**src/rtl/npu_hex_monitor.sv**
```systemverilog
// npu_hex_monitor -- NockPU front-panel monitor.
//
// Debounces the two push keys and turns key releases into a manual step
// pulse (key 0), a page advance (key 1) or, when both keys were held
// together, a channel advance. Snapshots the selected monitored word on its
// capture strobe and renders a NUM_DIGITS-nibble page of it onto active-low
// 7-segment displays.
//
// Ports:
//   clk, rst    system clock, synchronous active-high reset
//   key_n       raw push keys, active low, asynchronous
//   ch_data     NUM_CHANNELS monitored words, channel i at [i*DATA_WIDTH +: DATA_WIDTH]
//   ch_valid    per-channel capture strobe
//   step_pulse  one-cycle manual step
//   chan_sel    selected channel
//   page        displayed page
//   hex_out     digit d at [d*8 +: 8], bit7 = DP, all active low
//
// Build option: define NPU_HEX_BLANK_EN to blank leading-zero digits.
module npu_hex_monitor #(
    parameter int NUM_DIGITS      = 6,
    parameter int DATA_WIDTH      = 64,
    parameter int NUM_CHANNELS    = 4,
    parameter int DEBOUNCE_CYCLES = 16
) (
    input  logic                               clk,
    input  logic                               rst,
    input  logic [1:0]                         key_n,
    input  logic [NUM_CHANNELS*DATA_WIDTH-1:0] ch_data,
    input  logic [NUM_CHANNELS-1:0]            ch_valid,
    output logic                               step_pulse,
    output logic [3:0]                         chan_sel,
    output logic [3:0]                         page,
    output logic [NUM_DIGITS*8-1:0]            hex_out
);

    localparam int NIB   = DATA_WIDTH / 4;
    localparam int PAGES = (NIB + NUM_DIGITS - 1) / NUM_DIGITS;
    localparam int CW    = $clog2(DEBOUNCE_CYCLES);

    logic [1:0]                  key_s1_q, key_s1_d, key_s2_q, key_s2_d;
    logic [1:0]                  key_db_q, key_db_d;
    logic [1:0][CW-1:0]          cnt_q, cnt_d;
    logic                        chord_q, chord_d;
    logic                        step_pulse_q, step_pulse_d;
    logic [3:0]                  chan_sel_q, chan_sel_d;
    logic [3:0]                  page_q, page_d;
    logic [DATA_WIDTH-1:0]       snap_q, snap_d;
    logic                        stale_q, stale_d;
    logic [NUM_DIGITS*8-1:0]     hex_q, hex_d;

    logic [1:0]                  rel;
    logic                        chan_adv, page_adv, cap, sel_valid;
    logic [DATA_WIDTH-1:0]       sel_word;

    function automatic logic [6:0] seg7(input logic [3:0] v);
        case (v)
            4'h0: seg7 = 7'h40;  4'h1: seg7 = 7'h79;
            4'h2: seg7 = 7'h24;  4'h3: seg7 = 7'h30;
            4'h4: seg7 = 7'h19;  4'h5: seg7 = 7'h12;
            4'h6: seg7 = 7'h02;  4'h7: seg7 = 7'h78;
            4'h8: seg7 = 7'h00;  4'h9: seg7 = 7'h10;
            4'hA: seg7 = 7'h08;  4'hB: seg7 = 7'h03;
            4'hC: seg7 = 7'h46;  4'hD: seg7 = 7'h21;
            4'hE: seg7 = 7'h06;  default: seg7 = 7'h0E;
        endcase
    endfunction

    // Key conditioning and event decode
    always_comb begin
        key_s1_d = key_n;
        key_s2_d = key_s1_q;
        key_db_d = key_db_q;
        cnt_d    = cnt_q;
        for (int k = 0; k < 2; k++) begin
            if (key_s2_q[k] == key_db_q[k]) begin
                cnt_d[k] = '0;
            end else if (cnt_q[k] == CW'(DEBOUNCE_CYCLES - 1)) begin
                key_db_d[k] = ~key_db_q[k];
                cnt_d[k]    = '0;
            end else begin
                cnt_d[k] = cnt_q[k] + CW'(1);
            end
        end

        // Events fire on the same edge the debounced value returns high.
        rel = ~key_db_q & key_db_d;

        chord_d = chord_q;
        if (key_db_q == 2'b00)      chord_d = 1'b1;
        else if (key_db_q == 2'b11) chord_d = 1'b0;

        // Inside a chord only the final release counts; the first is swallowed.
        chan_adv     = chord_q & (|rel) & (key_db_d == 2'b11);
        step_pulse_d = rel[0] & ~chord_q;
        page_adv     = rel[1] & ~chord_q;

        chan_sel_d = chan_sel_q;
        if (chan_adv)
            chan_sel_d = (chan_sel_q == 4'(NUM_CHANNELS - 1)) ? 4'd0 : chan_sel_q + 4'd1;

        page_d = page_q;
        if (chan_adv)
            page_d = 4'd0;
        else if (page_adv)
            page_d = (page_q == 4'(PAGES - 1)) ? 4'd0 : page_q + 4'd1;
    end

    // Capture of the selected channel; a channel switch in the same cycle wins.
    always_comb begin
        sel_valid = 1'b0;
        sel_word  = '0;
        for (int i = 0; i < NUM_CHANNELS; i++) begin
            if (chan_sel_q == 4'(i)) begin
                sel_valid = ch_valid[i];
                sel_word  = ch_data[i*DATA_WIDTH +: DATA_WIDTH];
            end
        end
        cap     = sel_valid & ~chan_adv;
        snap_d  = cap ? sel_word : snap_q;
        stale_d = chan_adv ? 1'b1 : (cap ? 1'b0 : stale_q);
    end

    // Display rendering from registered state
    always_comb begin
        int         n;
        logic [3:0] nib;
        logic       dp;
`ifdef NPU_HEX_BLANK_EN
        int         hi;
        hi = 0;
        for (int i = 0; i < NIB; i++)
            if (snap_q[i*4 +: 4] != 4'h0) hi = i;
`endif
        hex_d = '1;
        for (int d = 0; d < NUM_DIGITS; d++) begin
            n   = int'(page_q) * NUM_DIGITS + d;
            nib = 4'(snap_q >> (4 * n));
            dp  = (d == 0) ? ~stale_q : 1'b1;
            if (n < NIB) begin
                hex_d[d*8 +: 8] = {dp, seg7(nib)};
`ifdef NPU_HEX_BLANK_EN
                if (n != 0 && n > hi)
                    hex_d[d*8 +: 8] = {dp, 7'h7F};
`endif
            end
        end
    end

    always_ff @(posedge clk) begin
        if (rst) begin
            key_s1_q     <= 2'b11;
            key_s2_q     <= 2'b11;
            key_db_q     <= 2'b11;
            cnt_q        <= '0;
            chord_q      <= 1'b0;
            step_pulse_q <= 1'b0;
            chan_sel_q   <= 4'd0;
            page_q       <= 4'd0;
            snap_q       <= '0;
            stale_q      <= 1'b1;
            hex_q        <= '1;
        end else begin
            key_s1_q     <= key_s1_d;
            key_s2_q     <= key_s2_d;
            key_db_q     <= key_db_d;
            cnt_q        <= cnt_d;
            chord_q      <= chord_d;
            step_pulse_q <= step_pulse_d;
            chan_sel_q   <= chan_sel_d;
            page_q       <= page_d;
            snap_q       <= snap_d;
            stale_q      <= stale_d;
            hex_q        <= hex_d;
        end
    end

    assign step_pulse = step_pulse_q;
    assign chan_sel   = chan_sel_q;
    assign page       = page_q;
    assign hex_out    = hex_q;

endmodule
```
**config.mk**
```make
export PLATFORM = sky130hd
export DESIGN_NAME = npu_hex_monitor
export DESIGN_NICKNAME = d
export VERILOG_FILES = /design/src/rtl/npu_hex_monitor.sv
export SDC_FILE = /design/constraint.sdc
export NUM_CORES = 1
export LEC_CHECK = 0
export CORE_MARGIN = 1
export CORE_UTILIZATION = 46
export DETAILED_ROUTE_END_ITERATION = 6
export PLACE_DENSITY_LB_ADDON = 0.15
export SLEW_MARGIN = 20
export SYNTH_ARGS = -nofsm -noshare
export SYNTH_HDL_FRONTEND = slang
export SYNTH_SLANG_ARGS = --single-unit
```
**constraint.sdc**
```tcl
create_clock -name clk -period 3.9 [get_ports clk]
set_input_delay 0.78 -clock clk [delete_from_list [all_inputs] [get_ports clk]]
set_output_delay 0.78 -clock clk [all_outputs]
set_load 0.005 [all_outputs]
```
# --- Word-level counts from Yosys, hierarchy flattened ---
# Memories as Yosys holds them, arrays and structs flattened. A register that Yosys moved wholly into a read port is not among the register bits.
# Index checks and enable logic that the tools add are counted.
op_classes:
  n_bitwise: 18
  n_reduce_logical: 13
  eq_ne: 10
  n_lt_le_gt_ge: 6
  div: 0
  n_mux: 16
  shifts: 6
  addsub: 9
  multipliers: 1
ops:
  columns: ["op", "n"]
  rows:
  - ["$shr 64x32->4", 5]
  - ["$mux 64", 4]
  - ["$lt 32x6->1 const B", 5]
  - ["$add 32x3->32 const B", 2]
  - ["$shr 64x10->4", 1]
  - ["$add 32x2->32 const B", 1]
  - ["$add 32x4->32 const B", 1]
  - ["$add 4x1->4 const B", 4]
  - ["$reduce_or 2->1", 8]
  - ["$eq 4x2->1 const B", 3]
  - ["$not 1->1", 11]
  - ["$mux 1", 10]
  - ["$add 7x3->8 const B", 1]
  - ["$eq 4x4->1 const B", 2]
  - ["$lt 8x5->1 const B", 1]
  - ["$mux 4", 2]
  - ["$mul 4x2->6 const B", 1]
  - ["$reduce_or 3->1", 2]
  - ["$and 1x1->1", 5]
  - ["$eq 2x2->1 const B", 2]
  - ["$eq 4x1->1 const B", 1]
  - ["$logic_not 4->1", 1]
  - ["$and 2x2->2", 1]
  - ["$eq 1x1->1", 2]
  - ["other kinds (3)", 3]
totals:
  n_memories: 6
  inputBits: 264
  output_inout_bits: 57
  regBits: 102
  ram_bits: 0
  latchBits: 0
  rom_bits: 672
mem_list:
  columns: ["name", "words", "word_bits", "read_ports", "rd_ports_with_merged_regs", "write_ports", "line", "rtl"]
  rows:
  - ["(no name shown)", 16, 7, 1, 1, 0, "57", "case (v)"]
  - ["(no name shown)", 16, 7, 1, 1, 0, "57", null]
  - ["(no name shown)", 16, 7, 1, 1, 0, "57", null]
  - ["(no name shown)", 16, 7, 1, 1, 0, "57", null]
  - ["(no name shown)", 16, 7, 1, 1, 0, "57", null]
  - ["(no name shown)", 16, 7, 1, 1, 0, "57", null]

# --- Longest topological paths before layout ---
depth:
  ltp_word: 9
  mapped_depth: 18

# --- Least setup slack after synthesis ---
# No wires, ideal clock.
synth_path:
  path_type: "register -> register"
  start: "reg page_q[1] (netlist: page[1])"
  end: "reg hex_q[20] (netlist: hex_out[20])"
  path_buffers: 1
  slack_ps: 571
  arrival_ps: 3189
  path_stages_with_launch: 13
  synth_period_minus_slack_ps: 3329
  required_time_ps: 3759
  cell_sequence: "dfxtp_1 > ha_1 > fa_1 > buf_2 > xnor2_4 > mux4_2 > nor2_1 > inv_1 > ha_1 > inv_1 > nor2_1 > o21ai_0 > o211ai_1"
synth_between:
  elab_chain_cells: 5
  elab_cells_between_ends: 6
  classes_between: "add/sub (1); mul (1); order compare (1); shift (1); bitwise (1); reduce/logical (1)"
synth_lines:
  columns: ["item", "line", "rtl"]
  rows:
  - ["from (decl)", "47", "logic [3:0] page_q, page_d;"]
  - ["from (signal assigned)", "171", "page_q <= page_d;"]
  - ["$mul 4x2->6 *", "137", "n = int'(page_q) * NUM_DIGITS + d;"]
  - ["$add 32x3->32 *", "137", null]
  - ["$lt 32x6->1", "140", "if (n < NIB) begin"]
  - ["$not 1->1 (no source line)", null, null]
  - ["$reduce_or 2->1 (no source line)", null, null]
  - ["to (decl)", "50", "logic [NUM_DIGITS*8-1:0] hex_q, hex_d;"]
# Every way passes the cells marked *; elsewhere a longest branch is shown, timed or not.
# A chain may end at the register's enable or synchronous reset.

# --- Worst setup path in the final report ---
layout_path:
  start: "reg page_q[0] (netlist: page[0])"
  end: "reg hex_q[35] (netlist: hex_out[35])"
layout_between:
  elab_chain_cells: 5
  elab_cells_between_ends: 6
  classes_between: "add/sub (1); mul (1); order compare (1); shift (1); bitwise (1); reduce/logical (1)"
layout_lines:
  columns: ["item", "line"]
  rows:
  - ["$mul 4x2->6 *", "137"]
  - ["$add 32x4->32 *", "137"]
  - ["$lt 32x6->1", "140"]
  - ["$not 1->1 (no source line)", null]
  - ["$reduce_or 2->1 (no source line)", null]
# Marks and branches as above.

==> metrics.yaml <==
nFillCells: 1579
num_rows: 50
design_area_mm2: 0.0127
gp_congestion: 0.971
synth_seq_cells: 132
power_density_mw_per_mm2: 300
ys.flop_type: "dfxtp_1"
die_area_mm2: 0.0199
worst-setup-path-type: "reg -> reg"
cts_resized: 0
clock-root-buffer: "clkbuf_16"
syn_inst: 1071
rsz0062_at_grt: "no"
min_delay_path_depth: 1
start_util: 0.473
period_share: 0.895
regArea_mm2: 0.00264
status: "finished clean"
cp_common_cell: "ha_1"
finalSetupTns_ns: 0
max_freq_mhz: 286
antenna_left: 0
finalWorstSetupSlack_ns: 0.409
crit_slowest_cell: "fa_1"
ys_async_sr_fraction: 0
multi_input_area_mm2: 0.00573
routed_wl_um: 29700
worstMarginPinSlew_ns: 1.07
clk_pin_slew_worst_paths_ns: 0.06
cp.depth: 11
crit_fanout: 6
grt_overflow: 0
r2r-start: "page[0]"
synth_area_mm2: 0.00891
ios: 321
fp.dieW_um: 141
cts_inserted_buffers: 17
period_minus_slack_ns: 3.49
drv_cap: 0
synth_cell_types: 64
coreArea_mm2: 0.0188
h-tree-depth: 4
critPathMaxStageDelay_ns: 0.73
clk_latency_ns: 0.43
dpl-instance-area_mm2: 0.0122
hpwl_um: 22900
antennaDiodeCount: 0
dr.pass1.iters: 5
grt_use_total: 0.295
clockBufferDepth: 2
routed_via_density: 5.70
cpLargestDelayFamily: "adder cells"
cp-endpoint: "hex_out[35]"
cts.sinks: 132
port-buffer-count: 315
synth_edf_count: 0
crit_buf_inv: 1
drc: 0
post_drt_wl_per_cell_um: 18.5
r2r_slack_ns: 0.41
grt_max_degree: 76
r2r_end: "hex_out[35]"
path_cells: "ha_1 > fa_1 > ha_1 > nand3_1 > a22oi_1 > nor2b_1 > inv_1 > ha_1 > mux2_4 > o21ai_1 > nand2_1"
die_h_um: 141
yosys_warnings: 0
slew_viol_final: 0
hold_violations: 0
yosys.area.top_type: "dfxtp_1"
reg2regPathDepth: 11
grt_pass1_wl_um: 45800
vdd_ir_drop_max_mv: 0.205
cp.arrival_ns: 3.77
area_growth_pct: 42.6
required_ns: 4.18
hold_buffers: 0
grt_pass1_vias: 8600
ys_seq_area_frac: 0.296
startpoint_type: "flip-flop"
synth_top_area_share: 0.296
cts_setup_buffers: 0
setup_viol: 0
min_path_type: "reg -> reg"
pre_cts_slack_ns: 0.468
antenna_found_initial: 1
power.leakage_uw: 0.00517
vias: 9131
layout-drive-gt1-share: 0.0790
slew_headroom: 0.284
cts_tree: "built"
cp-end-kind: "flip-flop"
yosys-top-cells-area: "dfxtp_1 (30%), nor2_1 (7.2%), ha_1 (7.0%), mux2i_1 (7.0%), a221oi_1 (6.4%)"
avgSynthCellArea_um2: 8.32
drt_iter0_markers: 488
nets: 1645
fin_worst_skew_ns: 0.00916
startpoint: "page[0]"
==> how the worst min path moves through the flow <==
stage,startpoint,endpoint,slack [ns]
2_1_floorplan,stale_q,hex_out[7],0.36
3_3_place_gp,key_s1_q[0],key_s2_q[0],0.39
3_5_place_dp,stale_q,hex_out[7],0.39
4_1_cts,stale_q,hex_out[7],0.40
5_1_grt,key_s1_q[1],key_s2_q[1],0.43
6_report,stale_q,hex_out[7],0.40
==> cell families after synthesis <==
family | count (synthesis) | synth area share
flip-flops | 132 | 0.296
adder cells (fa/ha/maj) | 51 | 0.0724
other | 1 | 0.000421
buffers and inverters | 127 | 0.0646
multiplexers | 96 | 0.137
AND/OR/NAND/NOR | 359 | 0.184
AO/OA/AOI/OAI | 294 | 0.232
XOR/XNOR | 11 | 0.0129
==> worst register-to-register path: stages, from the launching register on <==
cell and delay (ns):
dfxtp_2 0.33, ha_1 0.27, fa_1 0.73, ha_1 0.34, nand3_1 0.12, a22oi_1 0.35
nor2b_1 0.38, inv_1 0.12, ha_1 0.25, mux2_4 0.28, o21ai_1 0.12, nand2_1 0.06
==> placed cells by master, fill, tap and decap left out, types with 5 or more instances in the layout <==
master	n
nand2_1	40
ha_1	49
or2_2	6
nor2b_1	11
o211ai_1	12
o221ai_1	14
buf_12	5
mux2i_1	61
nand3_1	13
a21oi_1	93
clkbuf_16	17
a211oi_1	67
clkdlybuf4s50_1	314
xor2_1	5
nor3_1	70
or3_1	6
conb_1	5
xnor2_1	5
nand2b_1	15
inv_1	28
o21ai_0	11
nor2_1	171
mux4_2	18
dfxtp_1	131
o311ai_1	5
buf_4	13
mux2_2	12
a221oi_1	65
o21ai_1	5
==> sequential cells by signal, summed over array words and instances, names as in the netlist, 2 cells and up <==
signal    flops
snap_q       64
page          4
key_s1_q      2
key_s2_q      2
hex_out      43
chan_sel      4
key_db_q      2
cnt_q         8
==> where the power goes <==
group,internal [µW],switching [µW]
Clock,887,605
Sequential,1450,65.7
Combinational,493,318
==> metrics by stage <==
step                utilization  total power, µW  hold WS (ns)  instances
floorplan                     -             1880         0.359       1075
global placement          0.646             2330         0.391       1571
detailed placement        0.646             2340         0.391       1571
CTS                       0.675             3830         0.399       1602
global route              0.675             3970         0.428       1602
finish                    0.675             3810         0.401       1602
==> cells in the mapped netlist, drive strengths merged, types with 12 or more instances <==
master / instances
ha: 50
a21oi: 94
mux2i: 63
nand2: 41
nand3: 14
a211oi: 67
nor3: 70
buf: 39
nand2b: 16
inv: 30
nor2: 173
mux4: 18
clkbuf: 58
mux2: 15
dfxtp: 132
o221ai: 14
a221oi: 65
o211ai: 12
o21ai: 16
==> per-layer routing <==
layer	vias to the layer above	share of wire	track usage
met4	2	0.024	0.0990
met1	4262	0.43	0.373
met5	-	0.00037	0
li1	4470	-	-
met3	54	0.059	0.0567
met2	343	0.49	0.501
==> final cells by class <==
| type | count | share of cell area |
|---|---|---|
| Tap cell | 260 | 0.0256 |
| Inverter | 30 | 0.00886 |
| Clock buffer | 19 | 0.0348 |
| Clock inverter | 12 | 0.00866 |
| Timing Repair Buffer | 333 | 0.263 |
| Multi-Input combinational cell | 816 | 0.451 |
| Sequential cell | 132 | 0.208 |
Power figures use the tool's default switching activity.
